`src/rtl/serial_deserializer_if.sv`:
```
`default_nettype none
// ============================================================================
//  Module   : serial_deserializer_if
//  Brief    : Serial-in / word-out bus bundle for serial_deserializer.
//             master = side that feeds bits and consumes words,
//             slave  = the deserializer itself.
//  Revision : 1.0  initial release
// ============================================================================
interface serial_deserializer_if #(
    parameter int WIDTH = 8
);
    localparam int c_CW = $clog2(WIDTH) + 1;

    logic             sin;
    logic             sin_valid;
    logic             sin_ready;
    logic             flush;
    logic [WIDTH-1:0] out_data;
    logic             out_valid;
    logic             out_ready;
    logic [c_CW-1:0]  bit_count;
    logic [7:0]       word_count;

    modport master (
        output sin, sin_valid, flush, out_ready,
        input  sin_ready, out_data, out_valid, bit_count, word_count
    );

    modport slave (
        input  sin, sin_valid, flush, out_ready,
        output sin_ready, out_data, out_valid, bit_count, word_count
    );
endinterface
`default_nettype wire

```
`src/rtl/serial_deserializer.sv`:
```
`default_nettype none
// ============================================================================
//  Module   : serial_deserializer
//  Brief    : Collects WIDTH serial bits into a word, holds it in a one-deep
//             valid/ready output register and stalls the serial side while
//             both the shift register and the output register are full.
//  Revision : 1.0  initial release
// ============================================================================
module serial_deserializer #(
    parameter int WIDTH     = 8,
    parameter bit MSB_FIRST = 1'b0
) (
    input  wire logic              clock,
    input  wire logic              reset_n,
    serial_deserializer_if.slave   bus
);
    localparam int c_CW = $clog2(WIDTH) + 1;

    localparam logic [0:0] c_FILL  = 1'b0;
    localparam logic [0:0] c_STALL = 1'b1;

    logic [0:0]       r_state;
    logic [0:0]       w_state_next;
    logic [WIDTH-1:0] r_shift;
    logic [c_CW-1:0]  r_bit_count;
    logic [WIDTH-1:0] r_out_data;
    logic             r_out_valid;
    logic [7:0]       r_word_count;

    logic [WIDTH-1:0] w_shift_next;
    logic             w_sin_ready;
    logic             w_accept;
    logic             w_complete;
    logic             w_out_free;
    logic             w_load_fill;
    logic             w_load_stall;
    logic             w_load;

    // Bit order of the assembled word is fixed at elaboration.
    if (MSB_FIRST) begin : g_msb_first
        assign w_shift_next = {r_shift[WIDTH-2:0], bus.sin};
    end else begin : g_lsb_first
        assign w_shift_next = {bus.sin, r_shift[WIDTH-1:1]};
    end

    // A flush on the same edge throws the offered bit away, so it never completes a word.
    assign w_accept     = bus.sin_valid && w_sin_ready;
    assign w_complete   = w_accept && !bus.flush && (r_bit_count == c_CW'(WIDTH - 1));
    assign w_out_free   = !r_out_valid || bus.out_ready;
    assign w_load_fill  = w_complete && w_out_free;
    assign w_load_stall = (r_state == c_STALL) && bus.out_ready && !bus.flush;
    assign w_load       = w_load_fill || w_load_stall;

    // FSM state register.
    always_ff @(posedge clock) begin
        if (!reset_n) begin
            r_state <= c_FILL;
        end else begin
            r_state <= w_state_next;
        end
    end

    // FSM next state: park in STALL when a finished word cannot move to the output register.
    always_comb begin
        w_state_next = r_state;
        case (r_state)
            c_FILL: begin
                if (w_complete && !w_out_free) begin
                    w_state_next = c_STALL;
                end
            end
            c_STALL: begin
                if (bus.flush || bus.out_ready) begin
                    w_state_next = c_FILL;
                end
            end
            default: w_state_next = c_FILL;
        endcase
    end

    // FSM outputs: serial side is open only while filling and out of reset.
    always_comb begin
        w_sin_ready = 1'b0;
        if (reset_n && (r_state == c_FILL)) begin
            w_sin_ready = 1'b1;
        end
    end

    // Shift register and fill level; cleared whenever its word leaves or is flushed.
    always_ff @(posedge clock) begin
        if (!reset_n) begin
            r_shift     <= '0;
            r_bit_count <= '0;
        end else if (bus.flush) begin
            r_shift     <= '0;
            r_bit_count <= '0;
        end else if (w_load) begin
            r_shift     <= '0;
            r_bit_count <= '0;
        end else if (w_accept) begin
            r_shift     <= w_shift_next;
            r_bit_count <= r_bit_count + c_CW'(1);
        end
    end

    // Output register: load a finished word, otherwise drop valid once delivered.
    always_ff @(posedge clock) begin
        if (!reset_n) begin
            r_out_data   <= '0;
            r_out_valid  <= 1'b0;
            r_word_count <= '0;
        end else if (w_load) begin
            r_out_data   <= (r_state == c_STALL) ? r_shift : w_shift_next;
            r_out_valid  <= 1'b1;
            r_word_count <= r_word_count + 8'd1;
        end else if (bus.out_ready) begin
            r_out_valid  <= 1'b0;
        end
    end

    assign bus.sin_ready  = w_sin_ready;
    assign bus.out_data   = r_out_data;
    assign bus.out_valid  = r_out_valid;
    assign bus.bit_count  = r_bit_count;
    assign bus.word_count = r_word_count;

endmodule
`default_nettype wire
```
`src/flat_wrapper.sv`:
```
// flat-port wrapper written by rule: the top's interface ports become plain ports
module serial_deserializer_flat 
#(
    parameter int WIDTH     = 8,
    parameter bit MSB_FIRST = 1'b0
)
  (clock, reset_n, bus_sin, bus_sin_valid, bus_flush, bus_out_ready, bus_sin_ready, bus_out_data, bus_out_valid, bus_bit_count, bus_word_count);
  serial_deserializer_if #(.WIDTH(WIDTH)) bus_i ();
  input  wire logic clock;
  input  wire logic reset_n;
  input wire logic [$bits(bus_i.sin)-1:0] bus_sin;
  input wire logic [$bits(bus_i.sin_valid)-1:0] bus_sin_valid;
  input wire logic [$bits(bus_i.flush)-1:0] bus_flush;
  input wire logic [$bits(bus_i.out_ready)-1:0] bus_out_ready;
  output wire logic [$bits(bus_i.sin_ready)-1:0] bus_sin_ready;
  output wire logic [$bits(bus_i.out_data)-1:0] bus_out_data;
  output wire logic [$bits(bus_i.out_valid)-1:0] bus_out_valid;
  output wire logic [$bits(bus_i.bit_count)-1:0] bus_bit_count;
  output wire logic [$bits(bus_i.word_count)-1:0] bus_word_count;
  assign bus_i.sin = bus_sin;
  assign bus_i.sin_valid = bus_sin_valid;
  assign bus_i.flush = bus_flush;
  assign bus_i.out_ready = bus_out_ready;
  assign bus_sin_ready = bus_i.sin_ready;
  assign bus_out_data = bus_i.out_data;
  assign bus_out_valid = bus_i.out_valid;
  assign bus_bit_count = bus_i.bit_count;
  assign bus_word_count = bus_i.word_count;
  serial_deserializer #(.WIDTH(WIDTH), .MSB_FIRST(MSB_FIRST)) u_core (.clock(clock), .reset_n(reset_n), .bus(bus_i));
endmodule
```
`config.mk`:
```
export PLATFORM = sky130hd
export DESIGN_NAME = serial_deserializer_flat
export DESIGN_NICKNAME = d
export VERILOG_FILES = /design/src/rtl/serial_deserializer_if.sv /design/src/rtl/serial_deserializer.sv /design/src/flat_wrapper.sv
export SDC_FILE = /design/constraint.sdc
export NUM_CORES = 1
export LEC_CHECK = 0
export ABC_AREA = 1
export ABC_CLOCK_PERIOD_IN_PS = 1270
export BUFFER_PORTS_ARGS = -buffer_cell sky130_fd_sc_hd__buf_2
export CAP_MARGIN = 20
export CORE_MARGIN = 4
export CORE_UTILIZATION = 49
export CTS_CLUSTER_SIZE = 40
export DETAILED_ROUTE_END_ITERATION = 8
export PLACE_DENSITY = 0.74
export SLEW_MARGIN = 5
export SYNTH_ARGS = -nofsm -noshare
export SYNTH_HDL_FRONTEND = slang
export SYNTH_SLANG_ARGS = --single-unit
```
`constraint.sdc`:
```
create_clock -name clock -period 1.27 [get_ports clock]
set_input_delay 0.0635 -clock clock [delete_from_list [all_inputs] [get_ports clock]]
set_output_delay 0.0635 -clock clock [all_outputs]
set_load 0.01 [all_outputs]
```
After elaboration in Yosys (flattened, before gate mapping)
Index checks and enable logic that the tools add are counted.
{"block": "word_totals", "out_inout_bits": 22, "elab_cells": 34, "regBits": 30}
{"block": "classes", "addsub": 2, "n_eq_ne": 1, "bitwise_logic": 2, "n_reduce_logical": 16, "muxes": 7}
{"operator": "adder 8 x 1 -> 8 bit, second input constant", "count": 1}
{"operator": "logical AND 1 bit", "count": 8}
{"operator": "2-to-1 mux 8 bit", "count": 1}
{"operator": "2-to-1 mux 1 bit", "count": 5}
{"operator": "adder 4 x 1 -> 4 bit, second input constant", "count": 1}
{"operator": "== test 4 x 3 -> 1 bit, second input constant", "count": 1}
{"operator": "zero test 1 bit", "count": 3}
{"operator": "logical OR 1 bit", "count": 3}
{"operator": "OR reduction 3 bit", "count": 1}
{"operator": "inverter 1 bit", "count": 2}
{"operator": "one-hot mux 1 bit (2 select lines)", "count": 1}
{"operator": "nonzero test 2 bit", "count": 1}

Depth between registers and ports, before layout
Gate-level depths: netlist of the first run.
{"block": "logic_depth", "ltp_word": 9, "mapped_depth": 10, "mapped_depth_nobuf": 9}

Least setup slack after synthesis of the first run
No wires, ideal clock.
{"block": "synth_path", "path_type": "register to register", "from": "register u_core.r_bit_count[0] (netlist: u_core.bus.bit_count[0])", "to": "register u_core.r_bit_count[0] (netlist: u_core.bus.bit_count[0])", "slack_ns": -0.196, "setup_time_ns": 0.116, "arrival_time_ns": 1.350, "period_less_slack_ns": 1.466, "path_buffers": 1, "stages_incl_launch_ff": 10, "required_time_ns": 1.154, "path_cell_list": "dfxtp_1 -> ha_1 -> nand2_1 -> nor2_2 -> nand2_1 -> nand2_1 -> nand2_1 -> nand3_1 -> buf_2 -> nor2_1"}
{"block": "synth_between", "elab_chain_cells": 5, "elab_cells_between_ends": 6, "classes_between": "1 x add/sub; 1 x eq/ne; 4 x reduce/logical"}
{"element": "from (decl)", "line_no": "serial_deserializer.sv:25", "rtl": "logic [c_CW-1:0] r_bit_count;"}
{"element": "from (signal assigned)", "line_no": "serial_deserializer.sv:102", "rtl": "r_bit_count <= r_bit_count + c_CW'(1);"}
{"element": "== test 4 x 3 -> 1 bit", "line_no": "serial_deserializer.sv:48", "rtl": "assign w_complete = w_accept && !bus.flush && (r_bit_count == c_CW'(WIDTH - 1));"}
{"element": "logical AND 1 bit", "line_no": "serial_deserializer.sv:48"}
{"element": "logical AND 1 bit", "line_no": "serial_deserializer.sv:50", "rtl": "assign w_load_fill = w_complete && w_out_free;"}
{"element": "logical OR 1 bit", "line_no": "serial_deserializer.sv:52", "rtl": "assign w_load = w_load_fill || w_load_stall;"}
{"element": "OR reduction 3 bit (no line)"}
Several ways; a longest one is shown, not always the timed one.
A chain may end at the register's enable or synchronous reset.

Final worst setup path of the first run
{"block": "layout_path", "from": "register u_core.r_bit_count[1] (netlist: u_core.bus.bit_count[1])", "to": "register u_core.r_out_valid (netlist: u_core.bus.out_valid)"}
{"block": "layout_between", "elab_chain_cells": 5, "elab_cells_between_ends": 6, "classes_between": "1 x eq/ne; 1 x mux; 4 x reduce/logical"}
{"element": "== test 4 x 3 -> 1 bit (*)", "line_no": "serial_deserializer.sv:48"}
{"element": "logical AND 1 bit (*)", "line_no": "serial_deserializer.sv:48"}
{"element": "logical AND 1 bit (*)", "line_no": "serial_deserializer.sv:50"}
{"element": "logical OR 1 bit (*)", "line_no": "serial_deserializer.sv:52"}
{"element": "2-to-1 mux 1 bit / nonzero test 2 bit (equally long branches)"}
{"element": "to (signal assigned)", "line_no": "serial_deserializer.sv:110", "rtl": "r_out_valid <= 1'b0;"}
{"element": "to (signal assigned)", "line_no": "serial_deserializer.sv:114", "rtl": "r_out_valid <= 1'b1;"}
{"element": "to (signal assigned)", "line_no": "serial_deserializer.sv:117", "rtl": "r_out_valid <= 1'b0;"}
{"element": "to (decl)", "line_no": "serial_deserializer.sv:27", "rtl": "logic r_out_valid;"}
Mark *: on every way between the ends. The rest lies on a longest branch, timed or not.

==> flow_summary_export.csv, run 1 <==
group,metric,value,unit
synth,ys_types,21,
sta,slew_viol_final,0,
sta,fin_hold_ws,46.72,ps
sta,finalSetupViolCount,15,
sta,setup_slack,-82.16,ps
clock_network,clock_latency,340,ps
finish,nNetsFinal,273,
synth,synthTopCellsByArea,"dfxtp_1 40%, nand2_1 14%, nor2_1 9.2%",
synth,synth.top_cell.area_share,39.67,%
routing,drcViolationCount,0,
finish,layout-drive-gt1-share,34.21,%
power_and_ir_drop,p_seq_share,57.2,%
sta,clock_skew,6.948,ps
place,hpwl,2510,microns
sta,tightest_slew,471.6,ps
finish,syn2layout_area_growth,34.46,%
synth,syn_area,0.001514,sq mm
power_and_ir_drop,switching_share,24.80,%
finish,antennaDiodeCount,0,
sta,setup_tns,-732.7,ps
grt,grt_max_degree,18,
worst_hold_path,min_path_type,"input port to flip-flop",
sta,hold_viol_final,0,
sta,fmax,0.7396,GHz
power_and_ir_drop,combinationalPowerShare,5.2,%
routing,avgRoutedWirePerCell,12.52,microns
floorplan,initial_core_util,53.07,%
synth,ys_seq_elements,30,
finish,fillers,239,
clock_network,clkSlewWorstSetupHoldPaths,100,ps
critical_path,cp-start-kind,"flip-flop",
synth,synth_top_area_cell,"dfxtp_1",
power_and_ir_drop,ir_worst_vdd,613.2,uV
worst_hold_path,hold_depth,5,
routing,antenna_left,0,
grt,use_met3,6.927,%
synth,syn-num-nets,230,
clock_network,root_buffer,"clkbuf_4",
outcome,status,"complete, but fails checks",
flow_run,max_cap_viol_count,0,
floorplan,die_area,0.004043,sq mm
clock_network,numCtsBuffers,5,
floorplan,die_h,63.59,microns
power_and_ir_drop,p_per_area,808.3,mW/mm^2
power_and_ir_drop,switchingPower,0.4081,mW
clock_network,cts.sink_count,30,
floorplan,rows,19,
synth,synth_common_cells,"56 x nand2_1, 37 x nor2_1, 30 x dfxtp_1",
finish,fin_util,71.36,%
synth,ys_seq_area_share,39.67,%
routing,finalWirelength,3717,microns
grt,overflow,0,
floorplan,die_x,63.59,microns
clock_network,clockBufferDepth,2,
grt,grt_pass1_wl,6051,microns
sta,period_share,106.5,%
synth,synthesis.area_per_instance,6.820,sq um
critical_path,critical_path_required,1570,ps
clock_network,ctsHtreeMaxLevel,2,
power_and_ir_drop,clockPowerShare,37.7,%
critical_path,worstPathMaxFanout,5,
critical_path,arrival,1650,ps
floorplan,io_pins,28,
critical_path,reg2reg_depth,10,
place,gp_congestion,0.7821,
power_and_ir_drop,p_total,1.645,mW
synth,syn_inst,222,
critical_path,critical_path_class,"flip-flop to flip-flop",
grt,grt_antenna_before_repair,0,
grt,grt_pass1_vias,1399,
synth,synth_edf_count,0,
outcome,failed_checks,"setup timing",
routing,viasPerCell,4.933,
clock_network,cts_tree,"built",
place,port_buffers,27,
sta,rsz0062_at_grt,"yes",
grt,grt_usage,19.16,%
grt,use_met1,21.95,%
grt,busiest_layer,"met2",
routing,firstDrtPassIters,4,
synth,yosys_most_used_dff,"dfxtp_1",
synth,yosys_warnings,0,
floorplan,coreArea,0.002853,sq mm
routing,dr.first_iter.drc_count,56,
grt,grt_use_met2,31.68,%
power_and_ir_drop,leakagePower,0.9205,nW
critical_path,endpoint_kind,"flip-flop",
synth,async_flop_share,0,%
power_and_ir_drop,internal_power,1.237,mW
sta,maxSlewHeadroom,68.23,%
place,dpl.cell_count,287,
routing,vias,1465,
clock_network,hold_buffers,0,
synth,yosys.cell_count.top_type,"nand2_1",
sta,fin_crit,1352,ps
finish,stdcell_count,297,
## flip-flops by register name, summed over array words and instances, names as in the netlist
signal and count:
u_core.bus.bit_count 4, u_core.bus.out_data 8, u_core.bus.out_valid 1, u_core.bus.word_count 8, u_core.r_shift 8, u_core.r_state 1
## through the flow
step	setup slack, ps	instance area, sq um
floorplan	18.04	1562
global placement	-30.48	1803
detailed placement	-39.73	1803
CTS	-47.84	1892
global route	-139.7	2036
finish	-82.16	2036
## critical path: stages (launching register included)
cell and delay (ps):
dfxtp_4 370, ha_4 140, nand2_4 50, nor2_4 160, nand2_2 70, nand2_2 70, nand2_4 80, clkbuf_16 180
nand2_1 70, nand2_1 60, inv_1 50
## routing by layer
| metal | up-vias | wire [microns] | share of wire, % |
|---|---|---|---|
| met5 | - | 0 | 0 |
| met4 | 0 | 91 | 2.4 |
| met3 | 11 | 222 | 6.0 |
| met2 | 35 | 1757 | 47 |
| met1 | 643 | 1645 | 44 |
| li1 | 776 | - | - |
## power by group through the flow
stage	clock network, mW	registers, mW	logic [mW]
after floorplan	0	0.964	0.0494
after global placement	0	0.962	0.0768
after detailed placement	0	0.963	0.0778
after CTS	0.636	0.941	0.0824
after global routing	0.664	0.941	0.0939
final	0.620	0.941	0.0848
## logic make-up (layout without fill, tap and decap cells)
family / after synthesis / in the layout / synth area share [%]
flip-flops: 30 / 30 / 39.67
adder cells (fa/ha/maj): 2 / 2 / 1.653
AO/OA/AOI/OAI: 25 / 25 / 8.264
buffers and inverters: 36 / 80 / 11.07
AND/OR/NAND/NOR: 123 / 123 / 35.87
XOR/XNOR: 6 / 6 / 3.472
## layout by cell type, fill, tap and decap left out
master and n:
nand3_4 2, xnor2_1 3, ha_4 1, buf_4 14
nand2_2 6, dfxtp_2 2, buf_2 27, buf_12 2
buf_6 1, nand2_4 4, ha_1 1, nor2_1 27
xor2_1 3, inv_1 26, clkbuf_1 1, nand4_1 1
clkbuf_4 5, nand3_2 6, a21oi_2 3, nand2_1 48
clkbuf_16 1, dfxtp_4 2, clkbuf_8 1, dfxtp_1 26
clkinv_2 2, o21ai_1 7, o21ai_0 11, nor2_4 6
nand3_1 7, nand3b_1 10, nor2_2 6, a21oi_1 4
## path summary, 6_finish.rpt
| kind | from | end | slack (ps) |
|---|---|---|---|
| max reg2reg | u_core.bus.bit_count[1] | u_core.bus.out_valid | -80 |
| min | bus_sin | u_core.r_shift[7] | 50 |
| min reg2reg | u_core.bus.word_count[7] | u_core.bus.word_count[7] | 510 |
| max | u_core.bus.bit_count[1] | u_core.bus.out_valid | -80 |
## repair_timing
action / in CTS / in global routing
pin swaps: 1 / 10
buffers inserted: 1 / 0
endpoints found under the setup margin: 28 / 29
gates cloned: 0 / 1
resized for setup: 5 / 33
## final cells by class
| type | count | area (sq um) | share of cell area [%] |
|---|---|---|---|
| multi-input combinational | 156 | 907.1 | 44.56 |
| sequential | 30 | 610.6 | 29.99 |
| timing repair buffer | 45 | 316.6 | 15.55 |
| inverter | 27 | 102.6 | 5.040 |
| clock buffer | 7 | 55.05 | 2.704 |
| tap | 31 | 38.79 | 1.905 |
| clock inverter | 1 | 5.005 | 0.2459 |
(Power assumes the default switching activity.)
==> run 2: changes to the inputs <==
RECOVER_POWER = 100   (was unset)
==> flow_summary_export.csv, run 2 (synthesis gave the netlist of run 1 again) <==
group,metric,value,unit
outcome,status,"complete, but fails checks",
outcome,failed_checks,"setup timing",
finish,nNetsFinal,273,
worst_hold_path,min_path_type,"input port to flip-flop",
grt,grt_use_met2,31.68,%
sta,fin_crit,1357,ps
power_and_ir_drop,switching_share,24.64,%
finish,antennaDiodeCount,0,
finish,final_common_cell,"nand2_1",
sta,hold_viol_final,0,
routing,antenna_left,0,
place,port_buffers,27,
finish,layout-drive-gt1-share,28.20,%
power_and_ir_drop,p_per_area,814.5,mW/mm^2
sta,setup_tns,-782.6,ps
grt,busiest_layer,"met2",
routing,finalWirelength,3710,microns
routing,vias,1475,
critical_path,critical_path_class,"flip-flop to flip-flop",
critical_path,arrival,1600,ps
grt,use_met1,21.95,%
floorplan,rows,19,
power_and_ir_drop,combinationalPowerShare,5.2,%
power_and_ir_drop,switchingPower,0.4045,mW
grt,use_met3,6.927,%
flow_run,max_cap_viol_count,0,
floorplan,die_x,63.59,microns
floorplan,io_pins,28,
place,pre_cts_ws,-39.73,ps
clock_network,numCtsBuffers,5,
critical_path,cpPeakStageDelay,370,ps
place,hpwl,2510,microns
sta,clock_skew,8.635,ps
grt,grt_pass1_wl,6051,microns
clock_network,clock_latency,340,ps
routing,avgRoutedWirePerCell,12.49,microns
critical_path,path_cells,"ha_4 -> nand2_4 -> nor2_4 -> nand2_2 -> nand2_2 -> nand2_4 -> clkbuf_16 -> nor2_4 -> nor2_1",
grt,grt_pass1_vias,1399,
grt,overflow,0,
clock_network,clkSlewWorstSetupHoldPaths,100,ps
clock_network,cts.sink_count,30,
power_and_ir_drop,p_seq_share,57.3,%
clock_network,hold_buffers,0,
grt,grt_antenna_before_repair,0,
critical_path,cpMaxStageDelayCell,"dfxtp_4",
place,gp_congestion,0.7821,
clock_network,ctsHtreeMaxLevel,2,
routing,viasPerCell,4.966,
sta,tightest_slew,467.4,ps
critical_path,cp-start-kind,"flip-flop",
critical_path,endpoint_kind,"flip-flop",
power_and_ir_drop,ir_worst_vdd,623.2,uV
sta,fmax,0.7371,GHz
floorplan,die_area,0.004043,sq mm
finish,final_cell_mix,"48 x nand2_1, 27 x nor2_1, 27 x dfxtp_1, 26 x inv_1, 16 x clkbuf_1",
floorplan,initial_core_util,53.07,%
clock_network,cts_tree,"built",
clock_network,clockBufferDepth,2,
finish,fin_util,70.66,%
critical_path,critical_path_required,1510,ps
floorplan,die_h,63.59,microns
floorplan,coreArea,0.002853,sq mm
sta,rsz0062_at_grt,"yes",
routing,drcViolationCount,0,
finish,syn2layout_area_growth,33.14,%
power_and_ir_drop,internal_power,1.237,mW
clock_network,root_buffer,"clkbuf_4",
routing,firstDrtPassIters,4,
sta,slew_viol_final,0,
power_and_ir_drop,clockPowerShare,37.5,%
finish,fillers,248,
sta,finalSetupViolCount,14,
grt,grt_max_degree,18,
routing,dr.first_iter.drc_count,69,
sta,period_share,106.8,%
power_and_ir_drop,leakagePower,0.8537,nW
critical_path,worstPathMaxFanout,5,
grt,grt_usage,19.16,%
sta,setup_slack,-86.75,ps
sta,maxSlewHeadroom,68.51,%
[run 2: changes by cell type in the layout (fill, tap and decap cells not counted), sizes merged]
cell,delta
clkbuf,+15
buf,-15
[run 2: through the flow]
step | area (sq um) | cells | hold slack (ps) | total power, mW
final | 2016 | 297 | 50.44 | 1.642
after global routing | 2016 | 297 | 53.10 | 1.699
after CTS | 1892 | 296 | 22.63 | 1.659
after detailed placement | 1803 | 287 | 406.1 | 1.040
after global placement | 1803 | 287 | 397.4 | 1.039
after floorplan | 1562 | 222 | 184.3 | 1.013
[run 2: worst paths after layout]
check	end	slack, ps	cells after the start	startpoint
worst min-delay path	u_core.r_shift[7]	50	5	bus_sin
worst max register to register	u_core.bus.out_data[7]	-90	9	u_core.bus.bit_count[1]
worst max-delay path	u_core.bus.out_data[7]	-90	9	u_core.bus.bit_count[1]
worst min register to register	u_core.bus.word_count[7]	510	2	u_core.bus.word_count[7]
[run 2: layout make-up]
class,count,area (sq um),share of cell area (%)
clock buffer,7,55.05,2.731
tap,31,38.79,1.924
sequential,30,609.3,30.23
clock inverter,1,5.005,0.2483
multi-input combinational,156,907.1,45.00
timing repair buffer,45,297.8,14.77
inverter,27,102.6,5.090
[run 2: power by group through the flow]
stage	registers, mW	clock network, mW	logic [mW]
2_1_floorplan	0.964	0	0.0494
3_3_place_gp	0.962	0	0.0768
3_5_place_dp	0.963	0	0.0778
4_1_cts	0.941	0.636	0.0824
5_1_grt	0.941	0.664	0.0939
6_report	0.941	0.616	0.0850
[run 2: critical path, delay by kind of cell (launching register included)]
| family | cells | cell delay [ps] |
|---|---|---|
| AND/OR/NAND/NOR | 7 | 550 |
| buffers and inverters | 1 | 180 |
| adder cells (fa/ha/maj) | 1 | 140 |
| flip-flops | 1 | 370 |
[run 2: what timing repair did]
action / in CTS / in global routing
buffers inserted: 1 / 0
pin swaps: 1 / 10
gates resized for setup: 5 / 33
setup endpoints to repair: 28 / 29
endpoints found under the hold margin: 0 / 0
gates cloned: 0 / 1
[run 2: metal layers]
layer  vias to the layer above  part of all wire, %  wire [microns]
li1                        775                    -               -
met1                       662                   45            1673
met2                        28                   48            1769
met3                        10                  4.7             174
met4                         0                  2.5              92
met5                         -                    0               0
